File: src/rtl/alu74181_pkg.sv
// Shared types and function encodings for the 74181-based ALU scheduler.
package alu74181_pkg;

   // Common logic-mode functions (active-high data); all use m = 1.
   localparam logic [3:0] F_XOR  = 4'b0110;
   localparam logic [3:0] F_AND  = 4'b1011;
   localparam logic [3:0] F_OR   = 4'b1110;
   localparam logic [3:0] F_NOTA = 4'b0000;

   localparam logic M_LOGIC = 1'b1;
   localparam logic M_ARITH = 1'b0;

   // One complete ALU command as presented by a requester.
   typedef struct packed {
      logic [3:0] s;
      logic       m;
      logic       ci;
      logic [3:0] a;
      logic [3:0] b;
   } alu_cmd_t;

endpackage

File: src/rtl/alu74181.sv
// 4-bit 74181-style ALU, active-high data, ci = 1 adds one in arithmetic mode.
module alu74181 (
   input  logic [3:0] s,
   input  logic       m,
   input  logic       ci,
   input  logic [3:0] a,
   input  logic [3:0] b,
   output logic [3:0] y
);

   logic [3:0] x_term;
   logic [3:0] y_term;
   logic [3:0] sum;

   // Per-bit propagate/generate terms; y_term is always a subset of x_term,
   // so the logic result reduces to an XNOR and the arithmetic one to a sum.
   always_comb begin
      x_term = a | (b & {4{s[0]}}) | (~b & {4{s[1]}});
      y_term = (a & ~b & {4{s[2]}}) | (a & b & {4{s[3]}});
      sum    = x_term + y_term + {3'b000, ci};
      y      = m ? ~(x_term ^ y_term) : sum;
   end

endmodule

File: src/rtl/alu_rr_arbiter.sv
// Round-robin arbiter: searches upward from ptr, ptr moves past each winner.
module alu_rr_arbiter #(
   parameter int unsigned NREQ = 2,
   parameter int unsigned IDW  = (NREQ > 1) ? $clog2(NREQ) : 1
) (
   input  logic            clk,
   input  logic            reset_n,
   input  logic [NREQ-1:0] req,
   input  logic            enable,
   input  logic            advance,
   output logic [NREQ-1:0] grant,
   output logic [IDW-1:0]  grant_idx,
   output logic [IDW-1:0]  ptr
);

   logic [IDW-1:0] cand;
   logic           found;

   // First requester at or after ptr (modulo NREQ) wins when enabled.
   always_comb begin
      grant     = '0;
      grant_idx = '0;
      found     = 1'b0;
      cand      = '0;
      for (int unsigned k = 0; k < NREQ; k++) begin
         cand = IDW'((32'(ptr) + k) % NREQ);
         if (enable && !found && req[cand]) begin
            found       = 1'b1;
            grant[cand] = 1'b1;
            grant_idx   = cand;
         end
      end
   end

   // Pointer moves to the slot after the accepted requester; holds otherwise.
   always_ff @(posedge clk or negedge reset_n) begin
      if (!reset_n) begin
         ptr <= '0;
      end else if (advance) begin
         ptr <= (grant_idx == IDW'(NREQ - 1)) ? '0 : grant_idx + 1'b1;
      end
   end

endmodule

File: src/rtl/alu74181_rr_sched.sv
// Shares one alu74181 among NREQ requesters through an issue/result pipeline.
module alu74181_rr_sched
   import alu74181_pkg::*;
#(
   parameter int unsigned NREQ = 2,
   parameter int unsigned IDW  = (NREQ > 1) ? $clog2(NREQ) : 1
) (
   input  logic              clk,
   input  logic              reset_n,
   input  logic [NREQ-1:0]   req_valid,
   output logic [NREQ-1:0]   req_ready,
   input  logic [4*NREQ-1:0] req_s,
   input  logic [NREQ-1:0]   req_m,
   input  logic [NREQ-1:0]   req_ci,
   input  logic [4*NREQ-1:0] req_a,
   input  logic [4*NREQ-1:0] req_b,
   output logic              resp_valid,
   input  logic              resp_ready,
   output logic [3:0]        resp_y,
   output logic [IDW-1:0]    resp_id,
   output logic              busy
);

   logic           s1_valid;
   alu_cmd_t       s1_cmd;
   logic [IDW-1:0] s1_id;
   logic           s2_valid;
   logic [3:0]     s2_y;
   logic [IDW-1:0] s2_id;

   logic           s2_load;
   logic           s1_free;
   logic           accept;
   alu_cmd_t       sel_cmd;
   logic [3:0]     alu_y;
   logic [NREQ-1:0] grant;
   logic [IDW-1:0] grant_idx;
   logic [IDW-1:0] rr_ptr;
   logic           unused_ptr;

   assign s2_load = s1_valid && (!s2_valid || resp_ready);
   assign s1_free = !s1_valid || s2_load;
   assign accept  = |grant;

   // rr_ptr is kept as a named net so it can be observed from outside.
   assign unused_ptr = ^rr_ptr;

   // Grants are suppressed while reset is asserted so req_ready drops at once.
   alu_rr_arbiter #(
      .NREQ(NREQ),
      .IDW (IDW)
   ) u_arb (
      .clk      (clk),
      .reset_n  (reset_n),
      .req      (req_valid),
      .enable   (s1_free && reset_n),
      .advance  (accept),
      .grant    (grant),
      .grant_idx(grant_idx),
      .ptr      (rr_ptr)
   );

   assign req_ready = grant;

   // Select the granted requester's command fields.
   always_comb begin
      sel_cmd = '0;
      for (int unsigned i = 0; i < NREQ; i++) begin
         if (grant[i]) begin
            sel_cmd = '{s: req_s[4*i +: 4], m: req_m[i], ci: req_ci[i],
                        a: req_a[4*i +: 4], b: req_b[4*i +: 4]};
         end
      end
   end

   // Issue register: refill on accept, empty when it drains without a refill.
   always_ff @(posedge clk or negedge reset_n) begin
      if (!reset_n) begin
         s1_valid <= 1'b0;
         s1_cmd   <= '0;
         s1_id    <= '0;
      end else if (accept) begin
         s1_valid <= 1'b1;
         s1_cmd   <= sel_cmd;
         s1_id    <= grant_idx;
      end else if (s2_load) begin
         s1_valid <= 1'b0;
      end
   end

   alu74181 u_alu (
      .s (s1_cmd.s),
      .m (s1_cmd.m),
      .ci(s1_cmd.ci),
      .a (s1_cmd.a),
      .b (s1_cmd.b),
      .y (alu_y)
   );

   // Result register: loads from the ALU, empties on a response with no reload.
   always_ff @(posedge clk or negedge reset_n) begin
      if (!reset_n) begin
         s2_valid <= 1'b0;
         s2_y     <= '0;
         s2_id    <= '0;
      end else if (s2_load) begin
         s2_valid <= 1'b1;
         s2_y     <= alu_y;
         s2_id    <= s1_id;
      end else if (resp_valid && resp_ready) begin
         s2_valid <= 1'b0;
      end
   end

   assign resp_valid = s2_valid;
   assign resp_y     = s2_y;
   assign resp_id    = s2_id;
   assign busy       = s1_valid | s2_valid;

endmodule

File: config.mk
export PLATFORM = sky130hd
export DESIGN_NAME = alu74181_rr_sched
export DESIGN_NICKNAME = d
export VERILOG_FILES = /design/src/rtl/alu74181_pkg.sv /design/src/rtl/alu74181.sv /design/src/rtl/alu_rr_arbiter.sv /design/src/rtl/alu74181_rr_sched.sv
export SDC_FILE = /design/constraint.sdc
export NUM_CORES = 1
export LEC_CHECK = 0
export ABC_AREA = 1
export CORE_UTILIZATION = 43
export CTS_CLUSTER_SIZE = 24
export DETAILED_ROUTE_END_ITERATION = 16
export HOLD_SLACK_MARGIN = 0.12
export PLACE_DENSITY = 0.86
export SKIP_CTS_REPAIR_TIMING = 1
export SLEW_MARGIN = 25
export SYNTH_ARGS = -nofsm -noshare
export SYNTH_HDL_FRONTEND = slang
export SYNTH_SLANG_ARGS = --single-unit
export TNS_END_PERCENT = 50
File: constraint.sdc
create_clock -name clk -period 1.8 [get_ports clk]
set_input_delay 0.18 -clock clk [delete_from_list [all_inputs] [get_ports clk]]
set_output_delay 0.18 -clock clk [all_outputs]
set_load 0.005 [all_outputs]
==> metrics.txt <==
clock slew at reported path FFs=around 0.13 ns; Design Area, Final=approximately 2100 sq um; Die H=60.8 um; Pleak=roughly 1.0 nW; worst skew pair latency=0.31 ns; Syn Inst Count=around 190; family with the most delay on the worst path=adder cells; WL per Instance=12.2 um; drt via density=just under 5; post-synth top area share=approximately two fifths; largest cells by area after synthesis=dfrtp_1, nand2_1, nand3_1; vias=1,413; Seq/Total Area, Yosys=38.7%; register bit count reported by yosys=23; RSZ-0062 raised after global routing=yes; IO Pins=42; Max H-tree Level=1; WL final=3490 um; worst path cell trace=inv_2 > nor2_4 > nor3_4 > inv_2 > fa_2 > fa_2 > nor2_2 > nor2_1 > o21ai_1; final hold viol count=0; Die W=60.8 um; peak supply drop=~0.00048 V; Layout Skew=~0.0038 ns; largest area contributor in the netlist=dfrtp_1; crit path max fanout=3; largest net degree at the start of global routing=18; Clock Tree Root=clkbuf_4; status=complete, but fails checks; Mapped Avg Cell Area=about 8.0 sq um; worst hold path class=in -> async; most frequent cells in the layout=nand2_1, clkdlybuf4s50_1, nand3_1; CTS tree=yes; NumNets Final=280; Clock Sinks=23; Initial Util=around 47%; Total Die Area=between 3000 and 4000 sq um; power per cell area=~1200 nW/um^2; Setup Crit Path Kind=reg -> reg; Slew HR=approximately 80%; DP HPWL=2680 um; Final Max Tran Viols=0; Critical Path RT=around 2 ns; Mapped Nets=about 220; most common cell after layout, fill and taps aside=nand2_1; GRT Util Overall=22.0%; area of the mapped netlist=between 1000 and 1500 sq um; Final period util=110%; Final Util=roughly two thirds; num rows=20; core area=around 3200 sq um; # setup viols final=4; input/output buffers=between 40 and 50; first-pass GRT wire length=5930 um; vias in the first global route=about 1,300; crit-path max cell delay=around 0.54 ns; fmax=504 MHz; Residual DRC=0; critical path startpoint category=register; minimum clock period=between 1.5 and 2 ns; Final GP Congestion=approximately 0.84; iteration-0 DRC count of the detailed router=44; Setup WS post-layout=-0.184 ns; synth warn=0; initial antenna violation count=0; arrival time at the worst endpoint=approximately 2.2 ns; Area after DPL=around 2000 sq um; slew at the pin with the worst max-slew slack=roughly 0.33 ns; share of layout cells above drive strength 1=between 20% and 30%; Area Overhead vs Synth=40.5%; Max Cap Violations=0; Buf+Inv Stages, Crit Path=2; failing checks=negative setup slack; number of diodes=0; Worst path slowest cell=fa_2; antenna-violating nets left=0; CTS buffer count=3; CP Capture Type=register; aggregate global routing overflow=0; Max Root-Sink Buffers=2; DRT Pass-1 Iters=4; Distinct cells, synth=26
==> report_power, final <==
part           internal (W)  total, W  switching [W]
Combinational      0.000736   0.00150       0.000764
Sequential         0.000708  0.000857       0.000149
Clock             0.0000866  0.000247       0.000160
==> metrics by stage <==
stage	total power (W)	std cells	setup slack [ns]	setup TNS (ns)	hold WS [ns]
after floorplan	0.00168	186	-0.0474	-0.0474	-0.116
after global placement	0.00215	280	-0.0735	-0.0943	0.465
after detailed placement	0.00222	280	-0.134	-0.235	0.473
after CTS	0.00247	284	-0.183	-0.366	0.321
after global routing	0.00286	285	-0.293	-0.755	0.329
final	0.00260	285	-0.184	-0.302	0.319
==> area by class of cell <==
cell class	instances	area [sq um]
clock buffers	4	26.3
fillers	289	1060
inverters	26	105
multi-input cells	132	803
flip-flops and latches	23	576
well taps	44	55.1
repair buffers	56	523
==> worst paths after layout <==
kind	startpoint	endpoint	slack [ns]	cells after the start
worst max-delay path	s1_cmd[0]	resp_y[1]	-0.18	9
worst min-delay path	reset_n	s1_id	0.32	2
worst max register to register	s1_cmd[0]	resp_y[1]	-0.18	9
worst min register to register	resp_y[0]	resp_y[0]	0.50	2
max in group asynchronous	reset_n	s1_cmd[6]	1.27	2
min in group clk	req_ci[0]	s1_cmd[8]	0.42	3
==> logic make-up (layout without fill, tap and decap cells) <==
| logic type | Yosys count | after routing | share of synthesized area (%) |
|---|---|---|---|
| AOI/OAI and AO/OA | 13 | 13 | 5.13 |
| xor gates and xnor gates | 1 | 1 | 0.589 |
| adders and majority gates | 5 | 5 | 5.22 |
| buffers and inverters | 31 | 86 | 10.4 |
| DFF | 23 | 23 | 38.7 |
| and+or+nand+nor | 113 | 113 | 40.0 |
==> cells in the mapped netlist, drive strengths merged <==
master	number
nand2	59
nand3	35
inv	26
dfrtp	23
nor2	15
o21ai	10
buf	5
a21oi	3
ha	3
fa	2
nor3	2
nand4	1
or2	1
xnor2	1
==> layer usage <==
layer	GRT usage, %	share of wire [%]
met2	39.1	51
met4	4.22	0.75
met5	0	0
met1	29.1	42
met3	2.77	6.1
==> state kept, by name, indices dropped and copies added, names as in the netlist <==
signal / cells
resp_id: 1
u_arb.ptr: 1
resp_valid: 1
s1_id: 1
resp_y: 4
s1_valid: 1
s1_cmd: 14
No activity file was read; power rests on OpenSTA's default activity.
